--- src/rtl/stack_ctrl.sv ---
// ---------------------------------------------------------------------------
// stack_ctrl
//   Sequencer/arbiter for the return-address stack. Serves one CALL, RET,
//   RETI or IRQ-entry request at a time, drives the stack push/pop strobes,
//   the PC load path and the pipeline stall, and keeps a shadow copy of the
//   stack depth so that overflow/underflow never reach the stack itself.
//
// Ports
//   clk, reset          rising-edge clock, synchronous active-high reset
//   call_req, ret_req,  decoder requests, held until ack
//   reti_req
//   irq_req             interrupt request level
//   call_target         CALL destination
//   pc_ret              return address to push (PC+1)
//   stack_out           stack read data, valid the cycle after stack_read
//   stack_read/write    pop / push strobes to the stack
//   stack_pc            push data to the stack
//   pc_load, pc_next    PC load strobe and new PC value
//   ack, irq_ack        one-cycle completion pulses
//   stall               freeze fetch/decode
//   in_isr              interrupt being serviced, further IRQs masked
//   level               current stack depth (0..DEPTH)
//   fault               sticky overflow/underflow/bad-RETI flag
// ---------------------------------------------------------------------------
module stack_ctrl #(
  parameter int              PC_W     = 13,
  parameter int              DEPTH    = 8,
  parameter int              LVL_W    = 4,
  parameter logic [PC_W-1:0] VEC_ADDR = 'h0004
) (
  input  logic             clk,
  input  logic             reset,
  input  logic             call_req,
  input  logic             ret_req,
  input  logic             reti_req,
  input  logic             irq_req,
  input  logic [PC_W-1:0]  call_target,
  input  logic [PC_W-1:0]  pc_ret,
  input  logic [PC_W-1:0]  stack_out,
  output logic             stack_read,
  output logic             stack_write,
  output logic [PC_W-1:0]  stack_pc,
  output logic             pc_load,
  output logic [PC_W-1:0]  pc_next,
  output logic             ack,
  output logic             irq_ack,
  output logic             stall,
  output logic             in_isr,
  output logic [LVL_W-1:0] level,
  output logic             fault
);

  typedef enum logic [2:0] {
    S_IDLE,
    S_PUSH,
    S_POP,
    S_POPW,
    S_FAULT
  } state_t;

  state_t           state_q;
  logic             stack_read_q;
  logic             stack_write_q;
  logic [PC_W-1:0]  stack_pc_q;
  logic             pc_load_q;
  logic [PC_W-1:0]  pc_next_q;
  logic             ack_q;
  logic             irq_ack_q;
  logic             in_isr_q;
  logic [LVL_W-1:0] level_q;
  logic             fault_q;
  // Remembers whether the operation in flight is IRQ entry (PUSH) or RETI (POPW),
  // so in_isr can be updated when that operation completes.
  logic             isr_op_q;

  // Arbitration (fixed priority) and legality of the winning request.
  logic             irq_go;
  logic             reti_go;
  logic             ret_go;
  logic             call_go;
  logic             push_go;
  logic             req_any;
  logic             full;
  logic             empty;
  logic             bad;
  logic [LVL_W-1:0] level_inc_d;
  logic [LVL_W-1:0] level_dec_d;

  always_comb begin
    irq_go      = irq_req & ~in_isr_q;
    reti_go     = ~irq_go & reti_req;
    ret_go      = ~irq_go & ~reti_req & ret_req;
    call_go     = ~irq_go & ~reti_req & ~ret_req & call_req;
    push_go     = irq_go | call_go;
    req_any     = irq_go | reti_req | ret_req | call_req;
    full        = (level_q == LVL_W'(DEPTH));
    empty       = (level_q == '0);
    // Overflow, underflow and RETI outside an ISR all trap into FAULT.
    bad         = (push_go & full) | ((reti_go | ret_go) & empty) | (reti_go & ~in_isr_q);
    level_inc_d = level_q + 1'b1;
    level_dec_d = level_q - 1'b1;
  end

  always_ff @(posedge clk) begin
    if (reset) begin
      state_q       <= S_IDLE;
      stack_read_q  <= 1'b0;
      stack_write_q <= 1'b0;
      stack_pc_q    <= '0;
      pc_load_q     <= 1'b0;
      pc_next_q     <= '0;
      ack_q         <= 1'b0;
      irq_ack_q     <= 1'b0;
      in_isr_q      <= 1'b0;
      level_q       <= '0;
      fault_q       <= 1'b0;
      isr_op_q      <= 1'b0;
    end else begin
      // Strobes and acks are single-cycle pulses; each state below raises the
      // ones belonging to the state it is about to enter.
      stack_read_q  <= 1'b0;
      stack_write_q <= 1'b0;
      pc_load_q     <= 1'b0;
      ack_q         <= 1'b0;
      irq_ack_q     <= 1'b0;
      case (state_q)
        S_IDLE: begin
          if (req_any) begin
            if (bad) begin
              fault_q <= 1'b1;
              state_q <= S_FAULT;
            end else if (push_go) begin
              stack_write_q <= 1'b1;
              stack_pc_q    <= pc_ret;
              pc_load_q     <= 1'b1;
              pc_next_q     <= irq_go ? VEC_ADDR : call_target;
              ack_q         <= call_go;
              irq_ack_q     <= irq_go;
              isr_op_q      <= irq_go;
              level_q       <= level_inc_d;
              state_q       <= S_PUSH;
            end else begin
              stack_read_q <= 1'b1;
              isr_op_q     <= reti_go;
              level_q      <= level_dec_d;
              state_q      <= S_POP;
            end
          end
        end
        S_PUSH: begin
          if (isr_op_q) in_isr_q <= 1'b1;
          state_q <= S_IDLE;
        end
        S_POP: begin
          pc_load_q <= 1'b1;
          ack_q     <= 1'b1;
          state_q   <= S_POPW;
        end
        S_POPW: begin
          if (isr_op_q) in_isr_q <= 1'b0;
          state_q <= S_IDLE;
        end
        S_FAULT: begin
          state_q <= S_FAULT;
        end
        default: begin
          state_q <= S_IDLE;
        end
      endcase
    end
  end

  assign stack_read  = stack_read_q;
  assign stack_write = stack_write_q;
  assign stack_pc    = stack_pc_q;
  assign pc_load     = pc_load_q;
  // Popped data only arrives during POPW, so it is forwarded straight through.
  assign pc_next     = (state_q == S_POPW) ? stack_out : pc_next_q;
  assign ack         = ack_q;
  assign irq_ack     = irq_ack_q;
  assign stall       = (state_q != S_IDLE) | req_any;
  assign in_isr      = in_isr_q;
  assign level       = level_q;
  assign fault       = fault_q;

endmodule

--- config.mk ---
export PLATFORM = sky130hd
export DESIGN_NAME = stack_ctrl
export DESIGN_NICKNAME = d
export VERILOG_FILES = /design/src/rtl/stack_ctrl.sv
export SDC_FILE = /design/constraint.sdc
export NUM_CORES = 1
export LEC_CHECK = 0
export BUFFER_PORTS_ARGS = -buffer_cell sky130_fd_sc_hd__buf_2
export CORE_AREA = 2 2 92 58
export DETAILED_ROUTE_END_ITERATION = 12
export DIE_AREA = 0 0 94 60
export PLACE_DENSITY = 0.69
export SYNTH_ARGS = -nofsm -noshare
export SYNTH_HDL_FRONTEND = slang
export SYNTH_SLANG_ARGS = --single-unit
--- constraint.sdc ---
create_clock -name clk -period 2.5 [get_ports clk]
set_clock_uncertainty 0.05 [all_clocks]
set_input_delay 0.125 -clock clk [delete_from_list [all_inputs] [get_ports clk]]
set_output_delay 0.125 -clock clk [all_outputs]
set_load 0.05 [all_outputs]
==> run summary <==
outcome - finished clean
Die Ht - 60 µm
most common cell after layout, fill and taps aside - buf_2
synth warn - 0
async set or reset register ratio after synthesis - 0
Placed Instances - 350
post-synthesis cell count - 212
setup bufs post-CTS - 0
Final Power - 2.81 mW
H-tree depth - 2
clock latency on the worst-skew pair - 0.29 ns
Finished Layout Cells - 358
RSZ-0062 raised after global routing - no
crit path kind - reg -> out
sequential area share after synthesis - 0.431
HP Start - pc_ret[3]
post-route ant nets - 0
Worst Hold Class - in -> reg
drt first pass iters - 4
number of max-cap violations - 0
Startpoint Class - flip-flop
synthesized area per cell - 8.99 µm²
CTS max path bufs - 2
delay-heaviest family, CP - simple AND/OR/NAND/NOR gates
Worst slew margin - 0.516
gr ovfl total - 0
TritonCTS Buffers - 5
CTS tree - done
post-route setup TNS - 0 ns
Yosys cell types - 47
Mapped Area - 1910 µm²
Post-synth EDFFs - 0
critical path, cell by cell - nand3_1 -> mux2_2 -> buf_2
FF-to-FF path depth - 9
root buffer cell - clkbuf_8
initial antenna violation count - 0
Post-route DRC - 0
Buffers on Ports - 82
final max-slew violation count - 0
Reg2Reg Setup Slack - 0.54 ns
leakage - 1.10 nW
Max FO, Critical Path - 13
DR vias - 1,770
Primary FF master, synth - dfxtp_1
placed inst area - 2310 µm²
Final WS setup - 0.280 ns
Max IR drop VDD - 0.472 mV
Vias/cell - 4.94
I/O pins - 83
Final period util - 0.888
Area Overhead vs Synth - 26.4%
final instance area - 2410 µm²
DIE AREA - 5640 µm²
# hold bufs at CTS - 0
FP Rows - 20
Worst EP arrival - 2.04 ns
Data required, critical path - 2.33 ns
Setup-failing EPs final - 0
starting density of the core - 0.391
GP Congestion - 0.818
largest net degree at the start of global routing - 39
diode count - 0
Total GRT Usage - 0.177
Critical Path Stages - 3
global-route wire length before repair - 7600 µm
hold path depth - 3
Critical Path End Type - primary output
worst hold slack - 0.0179 ns
Worst path max stage delay - 0.56 ns
core area - 4880 µm²
CP max stage cell - nand3_1
Tmin final - 2.22 ns
reg-to-reg endpoint - level[3]
CTS Sinks - 41
Worst-path clk slew - 0.08 ns
PwrDens - 1170 nW/µm²
Die Wd - 94 µm
Worst Hold End - stack_pc[3]
Post-CTS Resized - 0
share of layout cells above drive strength 1 - 0.401
worst slack, placed - 0.551 ns
count of buffer and inverter cells on the critical path - 1
Worst-Margin Slew - 0.726 ns
Max Fclk - 451 MHz
highest-count cells in the layout ignoring fill and taps - buf_2, nand2_1, dfxtp_1, a21oi_1, nand3_1
# fillers - 503
number of global-route vias before repair - 1,540
reg-to-reg startpoint - in_isr
final hold vios - 0
post-synth net total - 260
# nets final - 339
final WL - 4740 µm
Starting DRT DRC Count - 92
final core utilization - 0.494
WL/cell - 13.2 µm
register bit count reported by yosys - 41
post-DP HPWL - 3400 µm
[how the worst max path moves through the flow]
| stage | from | end | slack [ns] |
|---|---|---|---|
| detailed placement | state_q[1] | pc_next[12] | 0.55 |
| finish | state_q[1] | pc_next[12] | 0.28 |
| global route | state_q[1] | pc_next[6] | 0.09 |
| global placement | state_q[1] | pc_next[12] | 0.59 |
| floorplan | in_isr | level[3] | 0.32 |
| CTS | state_q[1] | pc_next[12] | 0.22 |
[cells by family (layout without fill, tap and decap cells)]
| kind of cell | count (synthesis) | count (layout) | share of synthesized area |
|---|---|---|---|
| compound gates | 48 | 48 | 0.162 |
| xor+xnor | 3 | 3 | 0.0138 |
| fa+ha+maj | 3 | 3 | 0.0236 |
| buf+inv | 18 | 98 | 0.0689 |
| flops | 41 | 41 | 0.431 |
| mux | 14 | 14 | 0.0821 |
| simple gates | 85 | 85 | 0.219 |
[per-layer routing]
metal / global-route usage / vias to the layer above / wire [µm]
met5: 0 / - / 0
met1: 0.256 / 799 / 2310
met2: 0.256 / 78 / 1900
met3: 0.0580 / 5 / 508
li1: - / 888 / -
met4: 0.0393 / 0 / 21
[state kept, by name, summed over array words and instances, names as in the netlist]
name / cells
fault: 1
in_isr: 1
level: 4
isr_op_q: 1
pc_load: 1
stack_read: 1
pc_next_q: 13
stack_write: 1
state_q: 3
stack_pc: 13
irq_ack: 1
ack: 1
[synthesized netlist by cell type (all sizes together), types with 2 or more instances]
| cell | instances | area [µm²] |
|---|---|---|
| nand2 | 42 | 165 |
| dfxtp | 41 | 821 |
| a21oi | 31 | 159 |
| nand3 | 14 | 70.1 |
| mux2 | 13 | 146 |
| nor2 | 10 | 40.0 |
| nor3 | 9 | 61.3 |
| buf | 7 | 58.8 |
| inv | 6 | 25.0 |
| a211oi | 4 | 42.5 |
| o21a | 3 | 22.5 |
| xnor2 | 3 | 26.3 |
| a21o | 2 | 15.0 |
| clkbuf | 2 | 17.5 |
| dlygate4sd1 | 2 | 17.5 |
| ha | 2 | 25.0 |
| nand2b | 2 | 15.0 |
[where the power goes]
group	leakage (nW)	switching [mW]	internal, mW
logic	0.710	0.987	0.417
registers	0.336	0.131	0.807
clock network	0.0542	0.221	0.250
[worst register-to-register path, delay by kind of cell (launching register included)]
family,cells,cell delay (ns)
buffers and inverters,1,0.12
adders and majority gates,1,0.24
and+or+nand+nor,2,0.28
DFF,1,0.43
xor gates and xnor gates,1,0.16
AOI/OAI and AO/OA,4,0.54
[layout make-up]
class | count | area (µm²) | area share
inverter | 6 | 25.0 | 0.0104
timing repair buffer | 84 | 425 | 0.177
tap | 66 | 82.6 | 0.0343
sequential | 41 | 821 | 0.341
clock buffer | 7 | 96.3 | 0.0400
clock inverter | 1 | 5.00 | 0.00208
multi-input combinational | 153 | 953 | 0.396
Note: power is estimated with default switching activity, not from simulation.
